File: src/rtl/cfg_loader_pkg.sv
// Shared types and constants for the LUT INIT loader.
package cfg_loader_pkg;

  localparam int unsigned DefaultInitW = 16;

  // CFG4 truth tables used when exercising the loader
  localparam logic [15:0] InitDecodeA = 16'h5054;
  localparam logic [15:0] InitSingle  = 16'h0001;

  typedef enum logic [1:0] {
    StIdle,
    StShift,
    StCommit
  } state_e;

endpackage

File: src/rtl/cfg_init_loader_if.sv
// Host request / LUT-bank configuration bundle for cfg_init_loader.
interface cfg_init_loader_if #(
  parameter int unsigned NUM_LUTS = 4,
  parameter int unsigned INIT_W   = cfg_loader_pkg::DefaultInitW
);
  localparam int unsigned AW = $clog2(NUM_LUTS);

  logic                req_valid;
  logic                req_ready;
  logic [AW-1:0]       req_addr;
  logic [INIT_W-1:0]   req_init;
  logic [NUM_LUTS-1:0] cfg_sel;
  logic                cfg_shift_en;
  logic                cfg_sdo;
  logic                cfg_commit;
  logic                done;
  logic                err;
  logic [NUM_LUTS-1:0] loaded;

  modport master (
    output req_valid, req_addr, req_init,
    input  req_ready, cfg_sel, cfg_shift_en, cfg_sdo, cfg_commit, done, err, loaded
  );

  modport slave (
    input  req_valid, req_addr, req_init,
    output req_ready, cfg_sel, cfg_shift_en, cfg_sdo, cfg_commit, done, err, loaded
  );

endinterface

File: src/rtl/cfg_piso.sv
// Parallel-load, shift-left register presenting its MSB as serial output.
module cfg_piso #(
  parameter int unsigned WIDTH = 16
) (
  input  logic             clk,
  input  logic             rst,
  input  logic             i_load,
  input  logic             i_shift,
  input  logic [WIDTH-1:0] i_data,
  output logic             o_msb
);

  logic [WIDTH-1:0] r_data;

  always_ff @(posedge clk or posedge rst) begin
    if (rst) begin
      r_data <= '0;
    end else if (i_load) begin
      r_data <= i_data;
    end else if (i_shift) begin
      r_data <= {r_data[WIDTH-2:0], 1'b0};
    end
  end

  assign o_msb = r_data[WIDTH-1];

endmodule

File: src/rtl/cfg_init_loader.sv
// Accepts INIT words over valid/ready, shifts each MSB-first into the selected LUT slot's
// config chain, then strobes commit and records the slot in the loaded bitmap.
module cfg_init_loader
  import cfg_loader_pkg::*;
#(
  parameter int unsigned NUM_LUTS = 4,
  parameter int unsigned INIT_W   = DefaultInitW
) (
  input logic              clk,
  input logic              rst,
  cfg_init_loader_if.slave bus
);

  localparam int unsigned     AW      = $clog2(NUM_LUTS);
  localparam int unsigned     CntW    = $clog2(INIT_W) + 1;
  localparam logic [CntW-1:0] LastBit = CntW'(INIT_W - 1);
  localparam logic [AW:0]     NumLuts = (AW + 1)'(NUM_LUTS);

  state_e              r_state, w_state_next;
  logic [NUM_LUTS-1:0] r_sel, r_loaded, w_sel_dec;
  logic [CntW-1:0]     r_cnt;
  logic                r_err;
  logic                w_hs, w_addr_ok, w_load, w_last, w_msb;
  logic                w_ready, w_shift_en, w_commit;

  assign w_hs      = bus.req_valid && (r_state == StIdle);
  assign w_addr_ok = {1'b0, bus.req_addr} < NumLuts;
  assign w_load    = w_hs && w_addr_ok;
  assign w_last    = (r_state == StShift) && (r_cnt == LastBit);
  assign w_sel_dec = NUM_LUTS'(1) << bus.req_addr;

  always_ff @(posedge clk or posedge rst) begin
    if (rst) begin
      r_state <= StIdle;
    end else begin
      r_state <= w_state_next;
    end
  end

  always_comb begin
    w_state_next = r_state;
    unique case (r_state)
      StIdle:   if (w_load) w_state_next = StShift;
      StShift:  if (w_last) w_state_next = StCommit;
      StCommit: w_state_next = StIdle;
      default:  w_state_next = StIdle;
    endcase
  end

  always_comb begin
    w_ready    = 1'b0;
    w_shift_en = 1'b0;
    w_commit   = 1'b0;
    unique case (r_state)
      StIdle:   w_ready    = 1'b1;
      StShift:  w_shift_en = 1'b1;
      StCommit: w_commit   = 1'b1;
      default:  ;
    endcase
  end

  // Slot select is held from capture through the commit cycle; loaded rises with commit.
  always_ff @(posedge clk or posedge rst) begin
    if (rst) begin
      r_sel    <= '0;
      r_cnt    <= '0;
      r_err    <= 1'b0;
      r_loaded <= '0;
    end else begin
      r_err <= w_hs && !w_addr_ok;
      if (w_load) begin
        r_sel <= w_sel_dec;
        r_cnt <= '0;
      end else if (r_state == StShift) begin
        r_cnt <= r_cnt + CntW'(1);
      end
      if (r_state == StCommit) begin
        r_sel <= '0;
      end
      if (w_last) begin
        r_loaded <= r_loaded | r_sel;
      end
    end
  end

  cfg_piso #(
    .WIDTH (INIT_W)
  ) u_piso (
    .clk     (clk),
    .rst     (rst),
    .i_load  (w_load),
    .i_shift (w_shift_en),
    .i_data  (bus.req_init),
    .o_msb   (w_msb)
  );

  assign bus.req_ready    = w_ready;
  assign bus.cfg_sel      = r_sel;
  assign bus.cfg_shift_en = w_shift_en;
  assign bus.cfg_sdo      = w_shift_en & w_msb;
  assign bus.cfg_commit   = w_commit;
  assign bus.done         = w_commit;
  assign bus.err          = r_err;
  assign bus.loaded       = r_loaded;

endmodule

File: src/flat_wrapper.sv
// flat-port wrapper written by rule: the top's interface ports become plain ports
module cfg_init_loader_flat import cfg_loader_pkg::*;
#(
  parameter int unsigned NUM_LUTS = 4,
  parameter int unsigned INIT_W   = DefaultInitW
)
  (clk, rst, bus_req_valid, bus_req_addr, bus_req_init, bus_req_ready, bus_cfg_sel, bus_cfg_shift_en, bus_cfg_sdo, bus_cfg_commit, bus_done, bus_err, bus_loaded);
  cfg_init_loader_if #(.NUM_LUTS(NUM_LUTS), .INIT_W(INIT_W)) bus_i ();
  input logic clk;
  input logic rst;
  input wire logic [$bits(bus_i.req_valid)-1:0] bus_req_valid;
  input wire logic [$bits(bus_i.req_addr)-1:0] bus_req_addr;
  input wire logic [$bits(bus_i.req_init)-1:0] bus_req_init;
  output wire logic [$bits(bus_i.req_ready)-1:0] bus_req_ready;
  output wire logic [$bits(bus_i.cfg_sel)-1:0] bus_cfg_sel;
  output wire logic [$bits(bus_i.cfg_shift_en)-1:0] bus_cfg_shift_en;
  output wire logic [$bits(bus_i.cfg_sdo)-1:0] bus_cfg_sdo;
  output wire logic [$bits(bus_i.cfg_commit)-1:0] bus_cfg_commit;
  output wire logic [$bits(bus_i.done)-1:0] bus_done;
  output wire logic [$bits(bus_i.err)-1:0] bus_err;
  output wire logic [$bits(bus_i.loaded)-1:0] bus_loaded;
  assign bus_i.req_valid = bus_req_valid;
  assign bus_i.req_addr = bus_req_addr;
  assign bus_i.req_init = bus_req_init;
  assign bus_req_ready = bus_i.req_ready;
  assign bus_cfg_sel = bus_i.cfg_sel;
  assign bus_cfg_shift_en = bus_i.cfg_shift_en;
  assign bus_cfg_sdo = bus_i.cfg_sdo;
  assign bus_cfg_commit = bus_i.cfg_commit;
  assign bus_done = bus_i.done;
  assign bus_err = bus_i.err;
  assign bus_loaded = bus_i.loaded;
  cfg_init_loader #(.NUM_LUTS(NUM_LUTS), .INIT_W(INIT_W)) u_core (.clk(clk), .rst(rst), .bus(bus_i));
endmodule
File: config.mk
export PLATFORM = sky130hd
export DESIGN_NAME = cfg_init_loader_flat
export DESIGN_NICKNAME = d
export VERILOG_FILES = /design/src/rtl/cfg_loader_pkg.sv /design/src/rtl/cfg_init_loader_if.sv /design/src/rtl/cfg_piso.sv /design/src/rtl/cfg_init_loader.sv /design/src/flat_wrapper.sv
export SDC_FILE = /design/constraint.sdc
export NUM_CORES = 1
export LEC_CHECK = 0
export ABC_AREA = 0
export ABC_CLOCK_PERIOD_IN_PS = 3200
export CORE_MARGIN = 2
export CORE_UTILIZATION = 51
export DETAILED_ROUTE_END_ITERATION = 8
export GPL_TIMING_DRIVEN = 0
export PLACE_DENSITY = 0.83
export SLEW_MARGIN = 20
export SYNTH_ARGS = -nofsm -noshare
export SYNTH_HDL_FRONTEND = slang
export SYNTH_SLANG_ARGS = --single-unit
export TNS_END_PERCENT = 30
File: constraint.sdc
create_clock -name clk -period 3.2 [get_ports clk]
set_clock_uncertainty 0.15 [all_clocks]
set_input_delay 0.48 -clock clk [delete_from_list [all_inputs] [get_ports clk]]
set_output_delay 0.48 -clock clk [all_outputs]
set_load 0.005 [all_outputs]
==> impl_metrics.sql <==
INSERT INTO impl_metrics (metric_group, metric, value, unit) VALUES
('drt', 'post_route_ant_nets', '0', ''),
('yosys', 'largest_family_of_logic_cells_by_synthesized_area', 'simple AND/OR/NAND/NOR gates', ''),
('floorplanning', 'initial_utilization', '55.01', '%'),
('clock_network', 'cts_tree', 'built', ''),
('placement', 'placed_cell_area', '1755', 'um2'),
('yosys', 'synth-warning-count', '0', ''),
('power', 'max-vdd-ir-drop', '0.5215', 'mV'),
('sta', 'final-setup-viol-count', '0', ''),
('clock_network', 'cts_buffers', '5', ''),
('grt', 'grtUsageTotal', '19.47', '%'),
('clock_network', 'post-cts-setup-buffers', '0', ''),
('grt', 'use_met3', '6.047', '%'),
('floorplanning', 'number_of_rows_created_at_floorplan', '18', ''),
('power', 'power_density', '785.0', 'nW/um2'),
('drt', 'detail_route.vias_per_cell', '5.340', ''),
('yosys', 'syn_avg_cell_area', '10.51', 'um2'),
('sta', 'fin_hold_ws', '309.7', 'ps'),
('clock_network', 'cts-hold-fix-buffers', '0', ''),
('floorplanning', 'floorplan.die.width', '56.16', 'um'),
('cells_and_area', 'number_of_antenna_repair_diodes', '0', ''),
('yosys', 'synth_edf_count', '0', ''),
('cells_and_area', 'multiInputGateArea', '526.8', 'um2'),
('yosys', 'synth_cell_types', '28', ''),
('sta', 'drv_slew', '0', ''),
('yosys', 'synth-simple-area-share', '20.65', '%'),
('cells_and_area', 'final_area', '1805', 'um2'),
('grt', 'grt_overflow_total', '0', ''),
('yosys', 'synth_common_cells', 'sky130_fd_sc_hd__nand2_1, sky130_fd_sc_hd__dfrtp_1, sky130_fd_sc_hd__a22oi_1, sky130_fd_sc_hd__nand3_1', ''),
('clock_network', 'cts.path.max_buffers', '2', ''),
('job', 'timing.max_cap.violations', '0', ''),
('yosys', 'synth-xor-area-share', '0', '%'),
('worst_setup_path', 'r2r_setup_slack', '1400', 'ps'),
('yosys', 'ys_dominant_reg_cell', 'sky130_fd_sc_hd__dfrtp_1', ''),
('worst_setup_path', 'arrival', '1950', 'ps'),
('clock_network', 'cts.sink_count', '31', ''),
('yosys', 'synth_largest_area_cell', 'sky130_fd_sc_hd__dfrtp_1', ''),
('yosys', 'synth.most_common_cell', 'sky130_fd_sc_hd__nand2_1', ''),
('cells_and_area', 'synthToLayoutAreaGrowth', '30.12', '%'),
('placement', 'buffer_ports.inserted', '33', ''),
('worst_setup_path', 'worstSetupEndpointType', 'output pin', ''),
('outcome', 'outcome', 'finished, final reports clean', ''),
('cells_and_area', 'final.fill_count', '200', ''),
('worst_setup_path', 'timing.critical_path.fanout_max', '10', ''),
('clock_network', 'cts_resized', '0', ''),
('grt', 'antenna_found_initial', '0', ''),
('sta', 'final.period_utilization', '80.65', '%'),
('yosys', 'synth-adder-area-share', '1.803', '%'),
('worst_setup_path', 'worstSetupPathType', 'flip-flop to output pin', ''),
('placement', 'gp_routability_congestion', '0.7714', ''),
('floorplanning', 'chipHeight', '56.16', 'um'),
('grt', 'grt.busiest_layer', 'met2', ''),
('worst_setup_path', 'total_buffers_and_inverters_traversed_by_the_critical_path', '3', ''),
('floorplanning', 'dieArea', '3154', 'um2'),
('sta', 'worst_max_slew_pin_slew', '636.0', 'ps'),
('worst_setup_path', 'worst_reg2reg_path_startpoint', 'u_core.r_cnt[0]', ''),
('yosys', 'top_cells_by_area_synth', 'sky130_fd_sc_hd__dfrtp_1, sky130_fd_sc_hd__nand2_1, sky130_fd_sc_hd__a22oi_1', ''),
('placement', 'placed_wire_length_estimate_after_detailed_placement', '2097', 'um'),
('worst_setup_path', 'crit_family', 'buffers and inverters', ''),
('worst_setup_path', 'crit_path_cell_trace', 'nand2b_4 -> inv_2 -> buf_2 -> and2_1 -> clkdlybuf4s50_1', ''),
('floorplanning', 'io_pins', '35', ''),
('worst_setup_path', 'critPathMaxStageDelay', '490', 'ps'),
('sta', 'max_freq', '0.3875', 'GHz'),
('floorplanning', 'core_region_area', '2522', 'um2'),
('cells_and_area', 'final-seq-area', '775.7', 'um2'),
('sta', 'fin_tns_setup', '0', 'ps'),
('grt', 'grt_pass1_vias', '1078', ''),
('power', 'p_leak', '0.0009026', 'uW'),
('sta', 'report.final.hold_viol_count', '0', ''),
('drt', 'routed_wire_length_per_instance', '14.19', 'um'),
('yosys', 'yosys_register_bits', '31', ''),
('yosys', 'synthArstFlopShare', '100.0', '%');
layer usage:
metal | routed length (um) | vias to the layer above
li1 | - | 528
met4 | 67 | 0
met3 | 127 | 9
met1 | 1202 | 521
met5 | 0 | -
met2 | 1482 | 26
cells in the final DEF (no fill, tap or decap), drive strengths merged, types with 2 or more instances in the layout:
cell type | Yosys | routed
nand3 | 8 | 8
nand2b | 2 | 2
inv | 4 | 4
dfrtp | 31 | 31
and2 | 2 | 2
a21o | 4 | 4
ha | 2 | 2
nand2 | 39 | 39
clkdlybuf4s50 | 0 | 33
nand3b | 2 | 2
buf | 8 | 8
o21ai | 4 | 4
a22oi | 15 | 15
clkbuf | 0 | 7
area by class of cell:
type                       count  area share, %
sequential                    31          42.97
clock buffer                   7          2.495
clock inverter                 1         0.2772
buffer                         8          3.881
multi-input combinational     89          29.18
timing repair buffer          33          18.30
tap                           30          2.079
inverter                       4         0.8316
worst reg2reg max path, cell delays in order, from the launching register on:
cell	delay, ps
sky130_fd_sc_hd__dfrtp_1	440
sky130_fd_sc_hd__ha_1	240
sky130_fd_sc_hd__and3_1	200
sky130_fd_sc_hd__ha_1	200
sky130_fd_sc_hd__and2_4	140
sky130_fd_sc_hd__buf_6	120
sky130_fd_sc_hd__a21o_1	170
metrics by stage:
step                worst slack, ps  utilization [%]  cells
floorplan                      1574                -    132
global placement               1022            69.59    195
detailed placement            991.5            69.59    195
CTS                           617.3            71.58    203
global route                  494.0            71.58    203
finish                        619.0            71.58    203
state kept, by name, indices dropped and copies added (netlist names):
| register | flops |
|---|---|
| u_core.bus.loaded | 4 |
| u_core.r_state | 2 |
| u_core.u_piso.r_data | 16 |
| u_core.r_cnt | 5 |
| u_core.bus.cfg_sel | 4 |
where the power goes:
part	switching [uW]	leakage (uW)	internal, uW
registers	110	0.000399	549
logic	247	0.000474	295
clock network	130	0.0000293	85.5
total	487	0.000903	930
logic make-up after synthesis:
group	Yosys count
other cells	1
simple gates	58
mux	1
fa+ha+maj	2
buf+inv	12
compound gates	27
flops	31
worst min-delay path by stage:
stage	startpoint	end	slack (ps)	cells past startpoint
finish	u_core.bus.loaded[1]	u_core.bus.loaded[1]	310	1
global placement	u_core.bus.loaded[2]	u_core.bus.loaded[2]	290	1
floorplan	u_core.r_cnt[3]	u_core.r_cnt[3]	290	1
detailed placement	u_core.bus.loaded[1]	u_core.bus.loaded[1]	290	1
global route	u_core.bus.loaded[0]	u_core.bus.loaded[0]	350	1
CTS	u_core.bus.loaded[1]	u_core.bus.loaded[1]	310	1
No activity file was read; power rests on OpenSTA's default activity.
